===== src/rtl/k051962_tile_shifter.sv =====
// Four-plane tile pixel shifter with an 8-deep fine-scroll delay line.
// Emits one {attribute, colour index} per pixel-enable pulse.
module k051962_tile_shifter #(
   parameter int ATTR_W = 8
) (
   input  logic              CK,
   input  logic              CL,
   input  logic              PE,
   input  logic              LOAD,
   input  logic [31:0]       D,
   input  logic              FLIPX,
   input  logic [ATTR_W-1:0] ATTR,
   input  logic [2:0]        FINE,
   output logic [3:0]        PIX,
   output logic [ATTR_W-1:0] COL,
   output logic              TRANS,
   output logic [2:0]        CNT,
   output logic              LDERR,
   output logic              UNDR
);

   localparam int EW = ATTR_W + 4;

   logic [31:0]       pl_q, pl_d;
   logic [ATTR_W-1:0] attr_q, attr_d;
   logic [2:0]        cnt_q, cnt_d;
   logic              lderr_q, lderr_d;
   logic              undr_q, undr_d;
   logic [EW-1:0]     out_q, out_d;
   logic [EW-1:0]     dl_q [8];
   logic [EW-1:0]     dl_d [8];
   logic [3:0]        raw;
   logic [EW-1:0]     entry;

   function automatic logic [7:0] rev8(input logic [7:0] b);
      for (int i = 0; i < 8; i++) rev8[i] = b[7-i];
   endfunction

   assign raw   = {pl_q[31], pl_q[23], pl_q[15], pl_q[7]};
   assign entry = {attr_q, raw};

   always_comb begin
      pl_d    = pl_q;
      attr_d  = attr_q;
      cnt_d   = cnt_q;
      lderr_d = lderr_q;
      undr_d  = undr_q;
      if (LOAD) begin
         if (FLIPX)
            pl_d = {rev8(D[31:24]), rev8(D[23:16]),
                    rev8(D[15:8]), rev8(D[7:0])};
         else
            pl_d = D;
         attr_d = ATTR;
         cnt_d  = 3'd0;
         if (cnt_q != 3'd7) lderr_d = 1'b1;
      end else begin
         pl_d = {pl_q[30:24], 1'b0, pl_q[22:16], 1'b0,
                 pl_q[14:8], 1'b0, pl_q[6:0], 1'b0};
         cnt_d = cnt_q + 3'd1;
         // Running past the last pixel without a new word
         if (cnt_q == 3'd7) undr_d = 1'b1;
      end
   end

   always_comb begin
      dl_d[0] = entry;
      for (int k = 1; k < 8; k++) dl_d[k] = dl_q[k-1];
      out_d = (FINE == 3'd0) ? entry : dl_q[FINE - 3'd1];
   end

   always_ff @(posedge CK or posedge CL) begin
      if (CL) begin
         pl_q    <= '0;
         attr_q  <= '0;
         cnt_q   <= 3'd7;
         lderr_q <= 1'b0;
         undr_q  <= 1'b0;
         out_q   <= '0;
         for (int k = 0; k < 8; k++) dl_q[k] <= '0;
      end else if (PE) begin
         pl_q    <= pl_d;
         attr_q  <= attr_d;
         cnt_q   <= cnt_d;
         lderr_q <= lderr_d;
         undr_q  <= undr_d;
         out_q   <= out_d;
         for (int k = 0; k < 8; k++) dl_q[k] <= dl_d[k];
      end
   end

   assign PIX   = out_q[3:0];
   assign COL   = out_q[EW-1:4];
   assign TRANS = (out_q[3:0] == 4'd0);
   assign CNT   = cnt_q;
   assign LDERR = lderr_q;
   assign UNDR  = undr_q;

endmodule


===== config.mk =====
export PLATFORM = sky130hd
export DESIGN_NAME = k051962_tile_shifter
export DESIGN_NICKNAME = d
export VERILOG_FILES = /design/src/rtl/k051962_tile_shifter.sv
export SDC_FILE = /design/constraint.sdc
export NUM_CORES = 1
export LEC_CHECK = 0
export ABC_AREA = 1
export BUFFER_PORTS_ARGS = -buffer_cell sky130_fd_sc_hd__buf_4
export CORE_MARGIN = 4
export CORE_UTILIZATION = 55
export CTS_CLUSTER_SIZE = 8
export DETAILED_ROUTE_END_ITERATION = 7
export PLACE_DENSITY = 0.74
export SYNTH_ARGS = -nofsm -noshare
export SYNTH_HDL_FRONTEND = slang
export SYNTH_SLANG_ARGS = --single-unit

===== constraint.sdc =====
create_clock -name CK -period 6.75 [get_ports CK]
set_input_delay 1.6875 -clock CK [delete_from_list [all_inputs] [get_ports CK]]
set_output_delay 1.6875 -clock CK [all_outputs]
set_load 0.01 [all_outputs]

# After elaboration in Yosys (flattened, before gate mapping)
# Index checks and enable logic that the tools add are counted.
# classes
n_addsub	2
magnitude_cmp	1
n_eq_ne	2
n_mux	7
bitwise_logic	2
n_reduce_logical	5
# op_table
operator	n
32-bit two-way mux	2
12-bit binary-select mux with 3-bit select	1
12-bit two-way mux	3
3-bit AND reduction	2
4-bit >= comparator, second input constant	1
4-bit logical NOT	1
3-bit NOT with 4-bit output	1
3-bit by 1-bit adder with 3-bit output, second input constant	1
3-bit equality test, second input constant	1
3-bit logical NOT	1
3-bit two-way mux	1
3-bit != test, second input constant	1
3-bit by 1-bit subtractor with 3-bit output, second input constant	1
2-bit AND reduction	1
1-bit NOT	1
# word_totals
register_bits	153
input_bits	48
out_inout_bits	18
elab_cells	33

# Logic depth before layout (Yosys ltp)
# depth
word_depth	6
ltp_mapped	11
ltp_nobuf	8

# Worst setup path after synthesis
# No wires, ideal clock.
# synth_path
path_type	input to register
startpoint	in FINE[0]
endpoint	reg out_q[1]
setup_ps	77
arrival_ps	3002
required_time_ps	6673
path_slack_ps	3670
stages	11
n_path_buf	4
path_cell_list	inv_2 buf_2 buf_6 ha_1 buf_2 inv_2 buf_2 nand3_1 nand3_1 nand3_1 a21oi_1
# synth_between
elab_chain_cells	6
word_cells_on_any_way	7
cone_classes	add/sub (1); mux (4); bitwise (1); reduce/logical (1)
# synth_rtl
element	line_no	text
start: declaration	13	input logic [2:0] FINE,
3-bit by 1-bit subtractor with 3-bit output	69	out_d = (FINE == 3'd0) ? entry : dl_q[FINE - 3'd1];
3-bit NOT with 4-bit output (implied by the code)	69	
12-bit binary-select mux with 3-bit select	69	
12-bit two-way mux (implied by the code) (2 in a row)	69	
12-bit two-way mux (*)	69	
end signal: assignment	87	out_q <= out_d;
end: declaration	29	logic [EW-1:0] out_q, out_d;
# Mark *: on every way between the ends. The rest lies on a longest branch, timed or not. The select of a mux whose other input is x is not followed.
# A chain may end at the register's enable or synchronous reset.

# Final worst setup path
# layout_path
startpoint	in FINE[0]
endpoint	reg out_q[10]
# Same word-level chain as after synthesis.

==> impl_metrics.env <==
export IMPL_detail_route_wl_per_cell_um=14.0
export IMPL_drive_above_1_share=0.136
export IMPL_drt_iter0_markers=540
export IMPL_io_buffers=65
export IMPL_clock_skew_ps=5.23
export IMPL_maxCapViolCount=0
export IMPL_postRouteAntennaNets=0
export IMPL_cts_buffers_inserted=17
export IMPL_yosys_cell_count_top_type="nand2_1"
export IMPL_rsz0062_at_grt="no"
export IMPL_coreArea_um2=13300
export IMPL_crit_path_start_kind="input pin"
export IMPL_leakagePower_nw=4.27
export IMPL_rows=42
export IMPL_holdPathEnd="UNDR"
export IMPL_reg2reg_setup_slack_ps=5580
export IMPL_cts_root_buf="clkbuf_16"
export IMPL_slew_violations=0
export IMPL_critPathKind="input pin to flip-flop"
export IMPL_status="completed"
export IMPL_grt_max_degree=115
export IMPL_end_kind="flip-flop"
export IMPL_ir_drop_v=0.000196
export IMPL_ff2ff_path_depth=3
export IMPL_synth_top_area_frac=0.500
export IMPL_hold_viol_final=0
export IMPL_fp_dieH_um=125
export IMPL_crit_fanout=50
export IMPL_relSlewSlack=0.201
export IMPL_synth_common_cells="246 x nand2_1, 150 x dfrtp_1, 146 x inv_1"
export IMPL_tightest_slew_ps=1190
export IMPL_clk_latency_ps=420
export IMPL_clk_path_buf_depth=2
export IMPL_layout_nets=1014
export IMPL_cts_clk_slew_worst_paths_ps=60
export IMPL_ioPinCount=66
export IMPL_clock_sinks=153
export IMPL_cts_setup_buffers=0
export IMPL_cts_tree="built"
export IMPL_first_global_vias=5606
export IMPL_hpwl_um=10300
export IMPL_grt_pass1_wl_um=27900
export IMPL_r2r_end="CNT[2]"
export IMPL_final_cell_area_um2=8630
export IMPL_min_period_over_period=0.648
export IMPL_max_freq_mhz=229
export IMPL_synth_seq_area_share=0.510
export IMPL_synthArstFlopShare=1.00
export IMPL_worst_slack_ps=2370
export IMPL_ctsResizeCount=0
export IMPL_syn_area_um2=7510
export IMPL_synthesis_nets=985
export IMPL_synth_edff_count=0
export IMPL_hp_class="flip-flop to flip-flop"
export IMPL_arrival_ps=4680
export IMPL_yosysWarnings=0
export IMPL_worstHoldStart="UNDR"
export IMPL_avgSynthCellArea_um2=8.05
export IMPL_whs_path_depth=1
export IMPL_ys_flop_type="dfrtp_1"
export IMPL_antenna_cells=0
export IMPL_grt_util_all_layers=0.218
export IMPL_ctsHoldBuffers=0
export IMPL_vias_per_cell=5.21
export IMPL_min_period_ps=4380
export IMPL_antenna_found_initial=0
export IMPL_setup_violations=0
export IMPL_initial_core_util=0.565
export IMPL_synth_cell_types=28
export IMPL_grt_ovfl_total=0
export IMPL_yosysTopAreaCell="dfrtp_1"
export IMPL_drtPass1Iterations=5
export IMPL_fin_tns_setup_ps=0
export IMPL_worstReg2RegStart="CNT[0]"
export IMPL_vias=5996
export IMPL_gp_congestion=0.804
export IMPL_cellPowerDensity_nw_per_um2=307
export IMPL_drt_total_wl_um=16100
export IMPL_pre_cts_slack_ps=2020
export IMPL_synth_seq_cells=153
export IMPL_critical_path_required_ps=7050
export IMPL_die_area_um2=15600
export IMPL_ys_top_cells_by_area="dfrtp_1 50%, nand2_1 12%, o21ai_1 8.7%"
export IMPL_syn_to_final_growth_pct=14.9
export IMPL_syn_inst=933
export IMPL_htree_num_levels=4
export IMPL_dpl_cell_area_um2=7950
export IMPL_dieWidth_um=125
export IMPL_whs_ps=456
export IMPL_drcViolationCount=0
## stage by stage
stage | utilization | power [mW] | cells
2_1_floorplan | - | 1.44 | 933
3_3_place_gp | 0.598 | 1.57 | 1119
3_5_place_dp | 0.598 | 1.58 | 1119
4_1_cts | 0.649 | 2.66 | 1151
5_1_grt | 0.649 | 2.79 | 1151
6_report | 0.649 | 2.65 | 1151
## worst max path at each step
stage | start | end | slack (ps) | cells after the start
floorplan | CL | LDERR | 950 | 1
global placement | FINE[0] | out_q[1] | 2120 | 8
detailed placement | FINE[0] | out_q[7] | 2020 | 8
CTS | FINE[0] | out_q[7] | 2450 | 8
global route | FINE[0] | out_q[0] | 2180 | 9
finish | FINE[0] | out_q[10] | 2370 | 8
## sequential cells by signal, indices dropped and copies added (netlist names)
register  count
dl_d         84
dl_q         12
LDERR         1
attr_q        8
UNDR          1
out_q        12
pl_q         32
CNT           3
## cell families after synthesis
kind of cell	count (synthesis)	share of synthesized area
AOI/OAI and AO/OA	204	0.165
xor gates and xnor gates	2	0.00233
adders and majority gates	4	0.00666
buffers and inverters	214	0.119
DFF	153	0.510
and+or+nand+nor	356	0.197
## layout make-up
| cell class | count | area, um^2 |
|---|---|---|
| Timing Repair Buffer | 70 | 529 |
| Inverter | 154 | 586 |
| Tap cell | 176 | 220 |
| Fill cell | 1113 | 4660 |
| Clock inverter | 12 | 220 |
| Sequential cell | 153 | 3830 |
| Multi-Input combinational cell | 566 | 2790 |
| Clock buffer | 20 | 457 |
## routing by layer
metal  track usage  part of all wire  routed length, um
met1         0.332              0.49               7960
met2         0.316              0.44               7180
met3        0.0437             0.051                818
met4        0.0651             0.011                173
met5             0                 0                  0
## critical path: stages
cell and delay, ps:
buf_4 420, inv_2 490, ha_1 1090, inv_2 450, nand3_1 210, nand3_1 80
nand3_1 120, a21oi_1 90
## power by group
part / total [mW] / internal (mW) / leakage (nW) / switching [mW]
sequential: 1.14 / 1.06 / 1.94 / 0.0814
combinational: 0.427 / 0.162 / 2.01 / 0.266
clock: 1.08 / 0.711 / 0.318 / 0.371
total: 2.65 / 1.93 / 4.27 / 0.718
## placed cells by master, fill, tap and decap left out, types with 4 or more instances in the layout
cell type and n:
o221ai_2 16, a21oi_1 41, o221ai_1 5, inv_2 7, clkinvlp_4 4, clkbuf_16 17
nor2_1 11, buf_4 69, nand3_1 97, dfrtp_1 150, nand2_1 246, ha_1 4
bufinv_16 6, o21ai_1 130, inv_1 145
No activity file was read; power rests on OpenSTA's default activity.
